==> config.mk <==
export PLATFORM = sky130hd
export DESIGN_NAME = parrot_anim_sequencer
export DESIGN_NICKNAME = d
export VERILOG_FILES = /design/src/rtl/parrot_pkg.sv /design/src/rtl/btn_debounce.sv /design/src/rtl/parrot_anim_sequencer.sv
export SDC_FILE = /design/constraint.sdc
export NUM_CORES = 1
export LEC_CHECK = 0
export ABC_AREA = 0
export BUFFER_PORTS_ARGS = -buffer_cell sky130_fd_sc_hd__buf_2
export CAP_MARGIN = 40
export CORE_MARGIN = 4
export CORE_UTILIZATION = 53
export DETAILED_ROUTE_END_ITERATION = 8
export PLACE_DENSITY = 0.8
export SLEW_MARGIN = 0
export SYNTH_ARGS = -nofsm -noshare
export SYNTH_HDL_FRONTEND = slang
export SYNTH_SLANG_ARGS = --single-unit
==> constraint.sdc <==
create_clock -name i_clk -period 1.9 [get_ports i_clk]
set_clock_uncertainty 0.05 [all_clocks]
set_input_delay 0.285 -clock i_clk [delete_from_list [all_inputs] [get_ports i_clk]]
set_output_delay 0.285 -clock i_clk [all_outputs]
set_load 0.02 [all_outputs]
==> src/rtl/parrot_pkg.sv <==
// parrot_pkg: shared animation defaults, speed encoding and button-B FSM states
package parrot_pkg;
  localparam int NUM_FRAMES_DEF = 10;
  localparam int FRAME_WORDS_DEF = 16384;
  localparam logic [1:0] SPEED_RST = 2'd2;
  typedef enum logic [1:0] {ST_IDLE, ST_HELD, ST_LONG} bstate_e;
  // Speed s steps every 1<<(3-s) frames; returns the last divider count before a step
  function automatic logic [2:0] div_limit(input logic [1:0] spd);
    return 3'((4'd1 << (2'd3 - spd)) - 4'd1);
  endfunction
endpackage

==> src/rtl/btn_debounce.sv <==
// btn_debounce: 2-flop synchroniser, level debouncer and press/release pulse generator
module btn_debounce #(
  parameter int DEB_CYCLES = 90000
) (
  input  logic i_clk,
  input  logic i_res,
  input  logic i_btn_n,
  output logic o_press,
  output logic o_release
);
  localparam int CW = $clog2(DEB_CYCLES + 1);
  logic s1_q, s2_q, deb_q, deb_d, press_q, press_d, rel_q, rel_d, flip;
  logic [CW-1:0] cnt_q, cnt_d;
  always_comb begin
    flip = (s2_q != deb_q) && (cnt_q == CW'(DEB_CYCLES - 1));
    cnt_d = (s2_q == deb_q || flip) ? '0 : cnt_q + 1'b1;
    deb_d = flip ? s2_q : deb_q;
    press_d = flip & deb_q;
    rel_d = flip & ~deb_q;
  end
  always_ff @(posedge i_clk) begin
    if (i_res) begin
      s1_q <= 1'b1;
      s2_q <= 1'b1;
      deb_q <= 1'b1;
      cnt_q <= '0;
      press_q <= 1'b0;
      rel_q <= 1'b0;
    end else begin
      s1_q <= i_btn_n;
      s2_q <= s1_q;
      deb_q <= deb_d;
      cnt_q <= cnt_d;
      press_q <= press_d;
      rel_q <= rel_d;
    end
  end
  assign o_press = press_q;
  assign o_release = rel_q;
endmodule

==> src/rtl/parrot_anim_sequencer.sv <==
// parrot_anim_sequencer: vsync-paced animation frame index with speed, pause and reverse buttons
module parrot_anim_sequencer
  import parrot_pkg::*;
#(
  parameter int NUM_FRAMES  = NUM_FRAMES_DEF,
  parameter int FRAME_WORDS = FRAME_WORDS_DEF,
  parameter int ADDR_W      = 18,
  parameter int DEB_CYCLES  = 90000,
  parameter int LONG_FRAMES = 60
) (
  input  logic              i_clk,
  input  logic              i_res,
  input  logic              i_vsync_n,
  input  logic              i_btn_a_n,
  input  logic              i_btn_b_n,
  output logic [3:0]        o_frame_idx,
  output logic [ADDR_W-1:0] o_frame_base,
  output logic [1:0]        o_speed,
  output logic              o_paused,
  output logic              o_reverse,
  output logic              o_frame_tick
);
  localparam int LW = $clog2(LONG_FRAMES + 1);
  localparam logic [3:0] LAST = 4'(NUM_FRAMES - 1);
  logic a_press, a_rel_unused, b_press, b_rel, fe;
  logic vs_q, paused_q, paused_d, rev_q, rev_d, tick_q, tick_d;
  logic pause_tgl, rev_tgl, run, step;
  logic [1:0] spd_q, spd_d;
  logic [2:0] div_q, div_d;
  logic [3:0] idx_q, idx_d;
  logic [ADDR_W-1:0] base_q, base_d;
  logic [LW-1:0] lp_q, lp_d;
  bstate_e st_q, st_d;
  btn_debounce #(.DEB_CYCLES(DEB_CYCLES)) u_deb_a (
    .i_clk(i_clk), .i_res(i_res), .i_btn_n(i_btn_a_n), .o_press(a_press), .o_release(a_rel_unused)
  );
  btn_debounce #(.DEB_CYCLES(DEB_CYCLES)) u_deb_b (
    .i_clk(i_clk), .i_res(i_res), .i_btn_n(i_btn_b_n), .o_press(b_press), .o_release(b_rel)
  );
  assign fe = vs_q & ~i_vsync_n;
  always_ff @(posedge i_clk) begin
    if (i_res) begin
      st_q <= ST_IDLE;
      lp_q <= '0;
    end else begin
      st_q <= st_d;
      lp_q <= lp_d;
    end
  end
  always_comb begin
    st_d = st_q;
    lp_d = lp_q;
    case (st_q)
      ST_IDLE: begin
        st_d = b_press ? ST_HELD : ST_IDLE;
        lp_d = b_press ? '0 : lp_q;
      end
      ST_HELD: begin
        st_d = b_rel ? ST_IDLE : (fe && lp_q == LW'(LONG_FRAMES - 1)) ? ST_LONG : ST_HELD;
        lp_d = (!b_rel && fe) ? lp_q + 1'b1 : lp_q;
      end
      ST_LONG: st_d = b_rel ? ST_IDLE : ST_LONG;
      default: st_d = ST_IDLE;
    endcase
  end
  // Release beats a simultaneous long-press threshold, so each press yields exactly one action
  always_comb begin
    pause_tgl = (st_q == ST_HELD) && b_rel;
    rev_tgl = (st_q == ST_HELD) && !b_rel && fe && (lp_q == LW'(LONG_FRAMES - 1));
  end
  always_comb begin
    paused_d = paused_q ^ pause_tgl;
    rev_d = rev_q ^ rev_tgl;
    run = fe & ~paused_q & ~paused_d & ~a_press;
    step = run && (div_q == div_limit(spd_q));
    spd_d = spd_q + 2'(a_press);
    div_d = (a_press || step) ? 3'd0 : run ? div_q + 3'd1 : div_q;
    idx_d = !step ? idx_q
          : rev_q ? ((idx_q == 4'd0) ? LAST : idx_q - 4'd1)
          : ((idx_q == LAST) ? 4'd0 : idx_q + 4'd1);
    base_d = ADDR_W'(idx_d * FRAME_WORDS);
    tick_d = step;
  end
  always_ff @(posedge i_clk) begin
    if (i_res) begin
      vs_q <= 1'b1;
      paused_q <= 1'b0;
      rev_q <= 1'b0;
      tick_q <= 1'b0;
      spd_q <= SPEED_RST;
      div_q <= '0;
      idx_q <= '0;
      base_q <= '0;
    end else begin
      vs_q <= i_vsync_n;
      paused_q <= paused_d;
      rev_q <= rev_d;
      tick_q <= tick_d;
      spd_q <= spd_d;
      div_q <= div_d;
      idx_q <= idx_d;
      base_q <= base_d;
    end
  end
  assign o_frame_idx = idx_q;
  assign o_frame_base = base_q;
  assign o_speed = spd_q;
  assign o_paused = paused_q;
  assign o_reverse = rev_q;
  assign o_frame_tick = tick_q;
endmodule

# Yosys cells after proc, flatten, opt, wreduce, memory -nomap -nowiden
# Cells that the tools add are included.
[op_classes]
n_addsub = 9
eq_ne = 13
shift = 1
n_mux = 12
n_bitwise = 14
reduce_logical = 20
[op_table]
columns = ["cell", "n"]
rows = [
  ["17-bit by 1-bit adder with 17-bit output, second input constant", 2],
  ["17-bit == test, second input constant", 2],
  ["4-bit two-way mux", 4],
  ["6-bit two-way mux", 2],
  ["6-bit one-hot mux with 2 select lines", 1],
  ["1-bit logical AND", 9],
  ["1-bit AND", 7],
  ["6-bit by 1-bit adder with 6-bit output, second input constant", 1],
  ["6-bit == test, second input constant", 1],
  ["2-bit two-way mux", 3],
  ["2-bit one-hot mux with 3 select lines", 1],
  ["2-bit OR reduction", 3],
  ["1-bit NOT", 5],
  ["4-bit by 1-bit adder with 4-bit output, second input constant", 1],
  ["4-bit == test, second input constant", 1],
  ["4-bit logical NOT", 1],
  ["4-bit by 1-bit subtractor with 4-bit output, second input constant", 1],
  ["3-bit by 1-bit adder with 3-bit output, second input constant", 1],
  ["3-bit == test", 1],
  ["1-bit logical OR", 3],
  ["3-bit AND reduction", 1],
  ["1-bit by 2-bit left shift with 3-bit output, first input constant", 1],
  ["3-bit by 1-bit subtractor with 3-bit output, second input constant", 1],
  ["2-bit by 1-bit adder with 2-bit output", 1],
  ["other kinds (12)", 15],
]
[totals]
register_bits = 78
in_bits = 5
out_inout_bits = 27

# Longest topological paths before layout
[logic_depth]
depth_word = 9
mapped_depth = 6

# Cells and area by module
# From an unflattened synthesis, not the netlist that was laid out.
[unflattened]
hier_cells = 357
area_unflattened_um2 = 3241.9
[modules_own_cells]
columns = ["mod", "n_inst", "cells_per_inst", "area_per_inst_um2"]
rows = [
  ["btn_debounce", 2, 103, 958.4],
  ["parrot_anim_sequencer", 1, 151, 1325.0],
]

# Worst setup path after synthesis
# OpenSTA, ideal clock, no wires.
[synth_path]
kind = "reg-to-reg"
startpoint = "register u_deb_a.cnt_q[0]"
endpoint = "register u_deb_a.cnt_q[14]"
arrival_ns = 1.630
path_slack_ns = 0.106
path_stages_with_launch = 7
synth_period_minus_slack_ns = 1.794
path_cell_list = "dfxtp_1 ha_1 nand3_1 or4b_4 o211ai_4 buf_6 nor2_1"
[synth_between]
elab_chain_len = 4
word_cells_on_any_way = 5
classes_between = "add/sub: 1; eq/ne: 1; reduce/logical: 3"
[synth_rtl]
columns = ["element", "line_no", "text"]
rows = [
  ["start: declaration", "btn_debounce.sv:13", "logic [CW-1:0] cnt_q, cnt_d;"],
  ["start signal: assignment", "btn_debounce.sv:33", "cnt_q <= cnt_d;"],
  ["parallel branches: the longest is 4 deep, another holds 17-bit by 1-bit adder with 17-bit output", "-", ""],
]
# Several ways; the timed one is not identified.
# A chain may end at the register's enable or synchronous reset.

# Worst setup path after layout
[layout_path]
startpoint = "register u_deb_a.cnt_q[1]"
endpoint = "register u_deb_a.cnt_q[11]"
# The elaborated chain is that of the path after synthesis.

==> implementation parameters <==
Parameter                              Value

Logic synthesis
  Synth Flop Type    sky130_fd_sc_hd__dfxtp_1
  Register area share after synthesis    40.4%
  Synth Instances    360
  Flip-flop and latch count after synthesis    64
  Post-synth ARST share    0%
  Number of distinct library cells after synthesis    63
  Synthesized cell area    3170 µm²
  Mean instance size in the synthesized netlist    8.80 µm²
  Number of enable flip-flop cells after synthesis    0
  Number of warnings issued by yosys    0

Finish
  Number of fill cells in the layout    479
  Layout Area Growth over Synthesis    11.4%
  Final design instance area without fill    3530 µm²
  Fraction of final layout cells with drive strength greater than 1    16.9%
  Layout Utilization    62.6%
  Count of inserted antenna diode cells    0
  Final nets    391

Route
  Total Wirelength    5870 µm
  Remaining antenna violation count    0
  Routed len/inst    12.8 µm
  DRC violation count after routing    0
  Number of optimization iterations in the first detailed-route pass    4
  DR vias    2493
  Iteration-0 DRC Markers    126
  Routed vias/inst    5.46

Job
  Max-cap violations    0

Clock tree
  Clock slew seen by the registers of the worst setup and hold paths    0.07 ns
  Post-CTS Repair Setup Buffers    0
  Cts repair resizes    0
  TritonCTS clock tree    yes
  Number of buffers inserted for hold repair after clock tree synthesis    0
  Clock Tree Root    sky130_fd_sc_hd__clkbuf_8
  Insertion delay of the later-clocked pin in the worst-skew pair    0.33 ns
  Number of clock buffers inserted by TritonCTS    9
  Max clock buf depth    2
  CTS sink count    64
  Number of H-tree levels    3

Setup path
  Worst reg2reg path depth    6
  Setup slack of the most critical reg-to-reg path    0.11 ns
  Critical path buffer and inverter count    1
  Cell count along the critical path    6
  Endpoint class of the critical path    register
  CP arrival    1.96 ns
  Slowest CP cell    sky130_fd_sc_hd__or4b_4
  Worst-path fanout max    17
  Ordered cell list for the critical path    ha_4 > nand3_1 > or4b_4 > o211ai_4 > buf_12 > a21oi_1
  Startpoint class of the critical path    register
  Worst EP required    2.07 ns
  Family with the most delay on the worst path    simple AND/OR/NAND/NOR gates
  Start-to-end type of the worst setup path    reg2reg
  Critical Path Max Stage Delay    0.54 ns

STA
  Ratio of final minimum period to clock period    94.1%
  Worst Hold Slack    0.0807 ns
  Max Slew Vio Count    0
  Worst slew margin    65.9%
  Max frequency    0.559 GHz
  Crit path time final    1.79 ns
  Post-Route Setup TNS    0 ns
  Actual transition at the worst max-transition pin    0.499 ns
  Final setup fails    0
  Setup repair after global routing missed its margin    no
  Number of hold-slack violations in the final timing report    0

Floorplanning
  Core area    5640 µm²
  Count of pins on the block boundary    32
  Die outline height    85.3 µm
  Die Width    85.3 µm
  Core Rows    27
  Effective utilization at floorplan    56.2%
  Floorplan die area    7280 µm²

Global route
  Global-route wire length before repair    10200 µm
  Remaining Overflow, GRT    0
  Met2 demand-to-capacity share in global routing    26.3%
  Largest net degree at the start of global routing    22
  Met1 demand-to-capacity share in global routing    21.6%
  Number of antenna violations at the first check in global routing    0
  Met3 layer usage reported by global route    5.24%
  Via count of the first global-routing pass    2316
  Total track usage    17.0%
  Layer with the highest usage after global routing    met2

Power
  Total chip power    2.71 mW
  Largest voltage drop on the vdd net    425 µV
  Total power divided by cell area    768 nW/µm²
  Leakage power summed over all cells    1.23 nW

Placed design
  Final HPWL DP    4120 µm
  Port Buffer Count    17
  Placement Cell Area    3290 µm²
  Routability-driven placement congestion ratio    0.846

Worst hold path
  Class of the most critical hold timing path    in2reg
  Hold path cells    2

Status
  Outcome    complete, no violations
-- worst paths after layout --
path | startpoint | to
max | u_deb_a.cnt_q[1] | u_deb_a.cnt_q[11]
min | i_btn_b_n | u_deb_b.s1_q
max reg2reg | u_deb_a.cnt_q[1] | u_deb_a.cnt_q[11]
min reg2reg | u_deb_b.s1_q | u_deb_b.s2_q
-- layout by cell type, fill, tap and decap left out, types with 4 or more instances in the layout --
| cell | instances |
|---|---|
| sky130_fd_sc_hd__nand3_1 | 10 |
| sky130_fd_sc_hd__nand2b_1 | 4 |
| sky130_fd_sc_hd__buf_4 | 8 |
| sky130_fd_sc_hd__clkbuf_8 | 9 |
| sky130_fd_sc_hd__nor2b_1 | 13 |
| sky130_fd_sc_hd__o21ai_0 | 15 |
| sky130_fd_sc_hd__inv_1 | 14 |
| sky130_fd_sc_hd__dfxtp_1 | 63 |
| sky130_fd_sc_hd__nand4_1 | 8 |
| sky130_fd_sc_hd__xor2_1 | 8 |
| sky130_fd_sc_hd__and2_1 | 4 |
| sky130_fd_sc_hd__nor3_1 | 9 |
| sky130_fd_sc_hd__nand2_1 | 19 |
| sky130_fd_sc_hd__xnor2_1 | 23 |
| sky130_fd_sc_hd__buf_2 | 17 |
| sky130_fd_sc_hd__nor4_1 | 5 |
| sky130_fd_sc_hd__nor2_1 | 40 |
| sky130_fd_sc_hd__a21oi_1 | 12 |
| sky130_fd_sc_hd__nand3b_1 | 4 |
| sky130_fd_sc_hd__or2_2 | 5 |
| sky130_fd_sc_hd__or3_1 | 8 |
| sky130_fd_sc_hd__conb_1 | 14 |
-- metrics by stage --
stage	worst slack (ns)	cells
5_1_grt	0.00810	457
2_1_floorplan	0.106	373
6_report	0.112	457
3_3_place_gp	0.0913	442
3_5_place_dp	0.0194	442
4_1_cts	0.0139	457
-- state kept, by name, indices dropped and copies added (netlist names) --
signal and cells:
o_speed 2, u_deb_a.deb_q 1, vs_q 1, o_paused 1
u_deb_b.deb_q 1, u_deb_b.o_release 1, o_reverse 1, o_frame_tick 1
u_deb_a.cnt_q 17, u_deb_b.o_press 1, u_deb_a.s1_q 1, u_deb_b.s1_q 1
div_q 3, u_deb_b.cnt_q 17, u_deb_a.o_press 1, o_frame_base 4
u_deb_a.s2_q 1, u_deb_b.s2_q 1, lp_q 6, st_q 2
-- cell type report --
type,count,area [µm²],share of cell area [%]
Tap cell,72,90.1,2.55
Clock buffer,9,124,3.51
Timing Repair Buffer,26,165,4.68
Inverter,14,52.6,1.49
Sequential cell,64,1280,36.3
Clock inverter,6,85.1,2.41
Multi-Input combinational cell,266,1730,49.0
-- kinds of logic (layout without fill, tap and decap cells) --
| logic type | after synthesis | in the layout | share of synthesized area [%] |
|---|---|---|---|
| compound gates | 50 | 50 | 10.6 |
| xor+xnor | 31 | 31 | 8.57 |
| fa+ha+maj | 5 | 5 | 1.97 |
| buf+inv | 43 | 55 | 7.50 |
| flops | 64 | 64 | 40.4 |
| mux | 5 | 5 | 1.66 |
| other cells | 1 | 14 | 0.118 |
| simple gates | 161 | 161 | 29.2 |
-- layer usage --
layer	wire (µm)	vias to the layer above
met5	0	-
met4	113	0
met3	279	15
met2	2700	50
met1	2780	1150
li1	-	1278
-- cells in the mapped netlist, types with 9 or more instances --
cell type / n / share of area, %
sky130_fd_sc_hd__dfxtp_1: 64 / 40
sky130_fd_sc_hd__nor2_1: 40 / 4.7
sky130_fd_sc_hd__clkbuf_1: 9 / 1.1
sky130_fd_sc_hd__inv_1: 14 / 1.7
sky130_fd_sc_hd__o21ai_0: 15 / 2.4
sky130_fd_sc_hd__nor3_1: 9 / 1.4
sky130_fd_sc_hd__nand2_1: 19 / 2.3
sky130_fd_sc_hd__nand3_1: 10 / 1.6
sky130_fd_sc_hd__buf_4: 18 / 4.3
sky130_fd_sc_hd__xnor2_1: 23 / 6.4
sky130_fd_sc_hd__a21oi_1: 12 / 1.9
sky130_fd_sc_hd__nor2b_1: 13 / 2.6
-- where the power goes --
part	switching [mW]	total [mW]	internal, mW
Combinational	0.0686	0.106	0.0379
Sequential	0.0124	1.36	1.35
Clock	0.513	1.24	0.726
No activity file was read; power rests on OpenSTA's default activity.
